===== src/rtl/shift_sub_div.sv =====
// Sequential restoring (shift-subtract) divider: N-bit unsigned quotient/remainder in N+2 cycles.
// Optional macro DIV_SERIAL_OUT_EN adds an MSB-first serial quotient stream (q_serial/q_valid).
module shift_sub_div #(
  parameter int N = 4
) (
  input  logic         clk,
  input  logic         rst_n,
  input  logic [N-1:0] dividend,
  input  logic [N-1:0] divisor,
  input  logic         DIV_EN,
  output logic [N-1:0] quotient,
  output logic [N-1:0] remainder,
  output logic         busy,
  output logic         done,
  output logic         div_zero
`ifdef DIV_SERIAL_OUT_EN
  ,
  output logic         q_serial,
  output logic         q_valid
`endif
);

  localparam int CW = (N > 1) ? $clog2(N) : 1;

  typedef enum logic [1:0] {S_IDLE, S_CALC, S_DONE} state_t;

  state_t         r_state, w_next;
  logic [N-1:0]   r_dvd, r_dsr, r_rem;
  logic [CW-1:0]  r_cnt;
  logic [N-1:0]   r_quotient, r_remainder;
  logic           r_done, r_div_zero;
  logic [N:0]     w_rem_sh;
  logic [N+1:0]   w_trial;
  logic           w_qbit;

  // Shifted partial remainder can reach N+1 bits; one extra bit holds the trial's sign.
  assign w_rem_sh = {r_rem, r_dvd[N-1]};
  assign w_trial  = {1'b0, w_rem_sh} - {2'b00, r_dsr};
  assign w_qbit   = ~w_trial[N+1];

  always_ff @(posedge clk or negedge rst_n) begin
    if (!rst_n) r_state <= S_IDLE;
    else        r_state <= w_next;
  end

  always_comb begin
    w_next = r_state;
    case (r_state)
      S_IDLE: if (DIV_EN) w_next = (divisor == '0) ? S_DONE : S_CALC;
      S_CALC: if (r_cnt == '0) w_next = S_DONE;
      S_DONE: w_next = S_IDLE;
      default: w_next = S_IDLE;
    endcase
  end

  always_ff @(posedge clk or negedge rst_n) begin
    if (!rst_n) begin
      r_dvd       <= '0;
      r_dsr       <= '0;
      r_rem       <= '0;
      r_cnt       <= '0;
      r_quotient  <= '0;
      r_remainder <= '0;
      r_done      <= 1'b0;
      r_div_zero  <= 1'b0;
    end else begin
      r_done <= 1'b0;
      case (r_state)
        S_IDLE: if (DIV_EN) begin
          r_dvd      <= dividend;
          r_dsr      <= divisor;
          r_rem      <= '0;
          r_cnt      <= CW'(N - 1);
          r_div_zero <= (divisor == '0);
        end
        S_CALC: begin
          r_rem <= w_qbit ? w_trial[N-1:0] : w_rem_sh[N-1:0];
          r_dvd <= {r_dvd[N-2:0], w_qbit};
          r_cnt <= r_cnt - 1'b1;
        end
        S_DONE: begin
          // Divide-by-zero never shifts, so r_dvd still holds the original dividend.
          r_quotient  <= r_div_zero ? '1 : r_dvd;
          r_remainder <= r_div_zero ? r_dvd : r_rem;
          r_done      <= 1'b1;
        end
        default: ;
      endcase
    end
  end

`ifdef DIV_SERIAL_OUT_EN
  logic r_q_serial, r_q_valid;

  always_ff @(posedge clk or negedge rst_n) begin
    if (!rst_n) begin
      r_q_serial <= 1'b0;
      r_q_valid  <= 1'b0;
    end else begin
      r_q_valid  <= (r_state == S_CALC);
      r_q_serial <= (r_state == S_CALC) & w_qbit;
    end
  end

  assign q_serial = r_q_serial;
  assign q_valid  = r_q_valid;
`endif

  assign quotient  = r_quotient;
  assign remainder = r_remainder;
  assign busy      = (r_state != S_IDLE);
  assign done      = r_done;
  assign div_zero  = r_div_zero;

endmodule

===== config.mk =====
export PLATFORM = sky130hd
export DESIGN_NAME = shift_sub_div
export DESIGN_NICKNAME = d
export VERILOG_FILES = /design/src/rtl/shift_sub_div.sv
export SDC_FILE = /design/constraint.sdc
export NUM_CORES = 1
export LEC_CHECK = 0
export CAP_MARGIN = 20
export CORE_MARGIN = 1
export CORE_UTILIZATION = 55
export DETAILED_ROUTE_END_ITERATION = 8
export PLACE_DENSITY = 0.86
export SYNTH_ARGS = -nofsm -noshare
export SYNTH_HDL_FRONTEND = slang
export SYNTH_SLANG_ARGS = --single-unit

===== constraint.sdc =====
create_clock -name clk -period 5.1 [get_ports clk]
set_clock_uncertainty 0.2 [all_clocks]
set_input_delay 1.02 -clock clk [delete_from_list [all_inputs] [get_ports clk]]
set_output_delay 1.02 -clock clk [all_outputs]
set_load 0.01 [all_outputs]

# After elaboration in Yosys (flattened, before gate mapping)
# Index checks and enable logic that the tools add are counted.
# op_classes
n_bitwise	1
n_addsub	2
reduce_logical	8
n_eq_ne	4
muxes	14
# ops
op	count
$mux W4	5
$pmux W4 S2	2
$mux W2	4
$pmux W2 S2	2
$reduce_and A2 Y1	3
$sub A5 B4 Y6	1
$logic_not A2 Y1	2
$logic_not A4 Y1	1
$ne A2 B2 Y1 const B	2
$reduce_bool A2 Y1	2
$eq A2 B1 Y1 const B	1
$eq A2 B2 Y1 const B	1
$sub A2 B1 Y2 const B	1
$mux W1	1
$not A1 Y1	1
# totals
wordCells	38
regBits	26
output_inout_bits	11

# Logic depth before layout (Yosys ltp)
# Gate-level depths: netlist of the first run.
# depth
depth_word	4
ltp_mapped	7
ltp_nobuf	7

# Worst setup path before layout of the first run
# Ideal clock, no wire load.
# synth_timing
path_type	reg2out
start	register r_state[0]
end	output busy
arrival_time_ns	0.788
path_slack_ns	3.092
stages_incl_launch_ff	3
cell_sequence	dfrtp_1 buf_4 or2_2
# synth_between
elab_chain_cells	1
# synth_lines
element	line	rtl
from (decl)	27	state_t r_state, w_next;
from (signal assigned)	43	else r_state <= w_next;
$reduce_bool A2 Y1	111	assign busy = (r_state != S_IDLE);
to (decl)	13	output logic busy,
# No other way between the ends.

# Final worst setup path of the first run
# layout_timing
start	register r_state[1]
end	output busy
# Same word-level chain as after synthesis.

==> metrics.txt, run 1 <==
FF+latch count, synth=26; initial antenna violation count=0; Pleak=0.719 nW; Hold Crit Class=flop to flop; Mapped Nets=about 150; Worst Setup Start Kind=flop; Worst-Skew Late Latency=330 ps; DP HPWL=between 1500 and 2000 microns; clk root buf=clkbuf_4; VDD IR max=about 0.44 mV; syn_area_per_cell=10.0 sq um; top-area cell type share of the netlist area=0.500; first drt pass iteration count=4; vias in the first global route=between 900 and 1000; CP Buf/Inv Count=1; Hold Vio Cnt, Final=0; CP max FO=9; Hold WS=292 ps; final instance area=~1600 sq um; cell family with the largest share of critical-path delay=flip-flops; synth cell count leaders=dfrtp_1, nand2_1, o21ai_0; Tmin final=2890 ps; top_reg_cell synth=dfrtp_1; die area=approximately 2600 sq um; unrepaired setup endpoints after global routing=false; nets=approximately 170; Core ar.=between 2000 and 2500 sq um; PwrDens=roughly 650 nW/um^2; layout cells sized above 1=0.0662; fill cell count=163; Post-Synth Simple-Gate Area=0.147; status=complete, no violations; area taken by flip-flops and latches=about 650 sq um; total negative slack=0 ps; Placer Congestion=between 0.7 and 0.8; drt wl/cell=approximately 14 microns; DR vias=about 1000; antenna viol nets, final=0; Seq/Total Area, Yosys=0.500; IO Pins=22; Max-slew headroom=0.632; Starting Density=0.589; hold wc startpoint=remainder[3]; Compound-Gate Fraction of Synth Area=0.145; TritonCTS clock tree=yes; GRT Overall Usage=0.232; routed wire length=~2500 microns; CP endpoint kind=output port; final setup fails=0; row count=17; first-pass GRT wire length=~4300 microns; slowest stage delay, CP=520 ps; CTS max path bufs=2; DRT iter0 DRCs=9; placed inst area=about 1500 sq um; largest family of logic cells by synthesized area=simple AND/OR/NAND/NOR gates; Synth area leader=dfrtp_1; mux share of post-synthesis cell area=0.0788; area of the multi-input gates=between 500 and 600 sq um; EDFF count, synth=0; CTS Buf Count=3; CP arrival=1670 ps; total gr overflow=0; CP Class=flop to output port; H-tree depth=1; DR DRC count=0; largest net degree at the start of global routing=27; DIE HEIGHT=just over 50 microns; period utilisation layout=0.566; chip width=just over 50 microns; synth top area cells=dfrtp_1, mux2i_1, o21ai_0; XOR/XNOR Fraction of Synth Area=0.00672; # diodes=0; slowest cell on the critical path=dfrtp_1; worst r2r src=r_dvd[3]; Syn Inst Count=130; CTS hold repair buffers=0; Setup crit start=r_state[1]; number of setup buffers added after CTS=0; clock-pin slew on the worst setup and hold paths=150 ps; count leader, synth=dfrtp_1; post-synth cell types=32; CP required=between 3000 and 4000 ps; # clock sinks=26; slew at the pin closest to its max-slew limit=between 500 and 600 ps; Slew Limit Fails=0; async set-reset flop share out of synthesis=1.00; Mapped Area=roughly 1300 sq um; cts repair resizes=0; adder-cell share of the synthesized area=0.0634; Max-Cap Viols=0; Highest Clock Rate=between 300 and 400 MHz; Warnings, synthesis=0; vias per cell=roughly 5.6; CP cell instances=or2_2 > clkdlybuf4s50_1; number of port buffers=21; Layout area overhead=22.5%
## final cells by class
class / count / share of cell area
multi-input cells: 87 / 0.360
clock buffers: 3 / 0.0141
inverters: 12 / 0.0282
repair buffers: 22 / 0.149
flip-flops and latches: 26 / 0.408
well taps: 28 / 0.0220
clock inverters: 1 / 0.0188
## path summary, 6_finish.rpt
kind,end,slack (ps),depth (start not counted)
max reg2reg,r_rem[2],3190,7
max in group asynchronous,r_rem[1],3500,2
max,busy,2210,2
min in group asynchronous,remainder[1],760,1
min,remainder[3],290,2
min reg2reg,remainder[3],290,2
## stage by stage
stage	setup WS, ps	cells	power [mW]	util
3_5_place_dp	2340	174	0.889	0.685
3_3_place_gp	2400	174	0.857	0.685
5_1_grt	2160	179	1.12	0.721
2_1_floorplan	3090	130	0.730	-
6_report	2210	179	1.04	0.721
4_1_cts	2220	178	1.04	0.709
## sequential cells by signal, summed over array words and instances (netlist names)
name,count
div_zero,1
done,1
quotient,4
r_cnt,2
r_dsr,4
r_dvd,4
r_rem,4
r_state,2
remainder,4
## cell families (layout without fill, tap and decap cells)
group	after synthesis	count (layout)
compound gates	31	31
xor+xnor	1	1
fa+ha+maj	6	6
buf+inv	17	38
flops	26	26
mux	10	10
simple gates	39	39
## power breakdown
part / internal [mW] / switching, mW / leakage [nW]
logic: 0.248 / 0.257 / 0.365
clock network: 0.0796 / 0.0633 / 0.0279
registers: 0.300 / 0.0872 / 0.326
## placed cells by master, fill, tap and decap left out, types with 2 or more instances in the layout
cell type        Yosys  final
a22oi_1              2      2
o21ai_0             13     13
nand2b_1             3      3
nor3_1               2      2
mux2_2               2      2
clkdlybuf4s50_1      0     21
clkbuf_4             0      3
o21ai_1              5      5
mux2i_1              8      8
nand2_1             15     15
dfrtp_1             26     26
nor2_1              11     11
ha_1                 5      5
nor2b_1              2      2
a21oi_1              4      4
a221o_1              2      2
inv_1               12     12
## metal layers
layer,GRT usage,routed length [microns]
met4,0.139,82
met1,0.266,1070
met5,0,0
met3,0.0364,86
met2,0.402,1310
## worst register-to-register path: stages, from the launching register on
cell and delay [ps]:
dfrtp_1 450, inv_1 90, ha_1 200, inv_1 60, fa_1 370, xor2_1 170, mux2i_1 150, o21ai_1 80
Power figures use the tool's default switching activity.
==> run 2: changes to the inputs <==
- CORE_UTILIZATION: 55 -> 46
- PLACE_DENSITY: 0.86 -> 0.77
- clock period: 5.1 -> 2.35 ns (I/O delays scaled with it)
==> run 2 against run 1 <==
  * Setup slack worse by 2100 ps
  * Clock-buffer cell count is the same
  * Hold slack worse by 15 ps
  * Largest power group unchanged
  * Critical path type unchanged
  * Routed wire length fell by 0.98%
  * Highest routed layer unchanged
  * Flip-flop and latch count unchanged
==> metrics.txt, run 2 (synthesized netlist as in run 1, its figures left out) <==
first-pass GRT wire length=4130 microns (-3.1%); Hold Crit Class=primary input to async pin; CP required=1680 ps (-2200 ps); GRT Overall Usage=0.171 (-0.0604); Pleak=0.719 nW (about the same); PwrDens=1420 nW/um^2 (+120%); uppermost layer routed=met4; largest net degree at the start of global routing=27 (unchanged); H-tree depth=1 (unchanged); fin cells=183 (+2.2%); Max-slew headroom=0.618 (-0.0136); nets=171 (+1.2%); Layout area overhead=22.5% (unchanged); number of port buffers=21 (unchanged); clk root buf=clkbuf_4; final setup fails=0 (unchanged); Tmin final=approximately 2300 ps; Core ar.=2570 sq um (+16%); commonest non-fill, non-tap cell in the layout=dfrtp_1; initial antenna violation count=0 (unchanged); Worst-Skew Late Latency=320 ps (about the same); met2 wire length=1250 microns (-4.2%); Hold Vio Cnt, Final=0 (unchanged); period utilisation layout=0.965; slowest cell on the critical path=dfrtp_2; first drt pass iteration count=4 (unchanged); Reg power frac=0.367 (-0.007); placed inst area=1530 sq um (+1.2%); # diodes=0 (unchanged); total negative slack=0 ps (unchanged); CP Class=flop to output port; VDD IR max=0.962 mV (+120%); DP HPWL=1880 microns (-1.2%); highest-count cells in the layout ignoring fill and taps=dfrtp_1, clkdlybuf4s50_1, nand2_1, o21ai_0, inv_1; Sw Share=0.389 (-0.00523); routed wire length=2520 microns (-0.98%); Comb pwr share=0.495 (+0.007); slowest stage delay, CP=500 ps (-20 ps); chip width=55.2 microns (+9.0%); dpl ws=316 ps (-2030 ps); TritonCTS clock tree=yes; IO Pins=22 (unchanged); # clock sinks=26 (unchanged); CTS Buf Count=3 (unchanged); vias per cell=5.20 (-6.6%); DRT iter0 DRCs=15 (+6); Worst Setup Start Kind=flop; r2r worst-path depth=7 (unchanged); Highest Clock Rate=441 MHz; status=complete, no violations; unrepaired setup endpoints after global routing=false; Sw Pwr=0.877 mW (+120%); Int Pwr=1.38 mW (+120%); clock-pin slew on the worst setup and hold paths=160 ps (about the same); final instance area=1600 sq um (unchanged); Max-Cap Viols=0 (unchanged); DR DRC count=0 (unchanged); CP Buf/Inv Count=1 (unchanged); placed cell count=178 (+2.3%); Worst path depth=2 (unchanged); WL met3=72 microns (-16%); slack of the critical path=81.9 ps (-2130 ps); slew at the pin closest to its max-slew limit=568 ps (+16.3 ps); clock power share=0.138 (about the same); CP endpoint kind=output port; CP arrival=1600 ps (-70 ps); cell family with the largest share of critical-path delay=flip-flops; total gr overflow=0 (unchanged); DR vias=952 (-4.5%); vias in the first global route=907 (-8.0%); met1 WL=1180 microns (+10%); Placer Congestion=0.741 (+1.2%); CP max FO=9 (unchanged); Slew Limit Fails=0 (unchanged); DIE HEIGHT=55.2 microns (+9.0%); antenna viol nets, final=0 (unchanged); layout cells sized above 1=0.0915 (+0.0253); Starting Density=0.507 (-0.0815); CP cell instances=or2_2 > clkdlybuf4s50_1; die area=3050 sq um (+19%); row count=18 (+1); CTS max path bufs=2 (unchanged); Hold WS=277 ps (-14.8 ps); CTS hold repair buffers=0 (unchanged); drt wl/cell=13.8 microns (-3.1%)
==> run 2: repair_timing <==
item	CTS	global route
endpoints found under the setup margin	0	1
resized for setup	0	2
setup buffers	0	1
==> run 2: through the flow <==
step                      utilization  total power [mW]
after global placement          0.597              1.87
after global routing            0.621              2.44
after floorplan                     -              1.58
after detailed placement        0.597              1.95
final                           0.621              2.26
after CTS                       0.617              2.26
==> run 2: power by group through the flow <==
| stage | sequential [mW] | combinational (mW) | clock, mW |
|---|---|---|---|
| after global placement | 0.832 | 1.04 | 0 |
| after floorplan | 0.809 | 0.776 | 0 |
| after CTS | 0.838 | 1.11 | 0.315 |
| after global routing | 0.857 | 1.25 | 0.334 |
| after detailed placement | 0.849 | 1.10 | 0 |
| final | 0.829 | 1.12 | 0.312 |
==> run 2: cell type report <==
type	count	area, sq um
fillers	241	972
flip-flops and latches	26	653
multi-input cells	87	574
repair buffers	24	233
inverters	12	45.0
well taps	30	37.5
clock inverters	1	30.0
clock buffers	3	22.5
==> run 2: final timing paths <==
path                       slack [ps]        from          to
max reg2reg                       460    r_dvd[3]    r_rem[2]
min                               280       rst_n    r_rem[0]
max                                80  r_state[0]        busy
min reg2reg                       280  r_state[1]  r_state[1]
max in group asynchronous        1400       rst_n  r_state[0]
min in group clk                  280  r_state[1]  r_state[1]
==> run 2: routing by layer <==
metal  GRT usage  up-vias
li1            -      486
met1       0.215      441
met2       0.299       21
met3      0.0258        4
met4      0.0607        0
met5           0        -
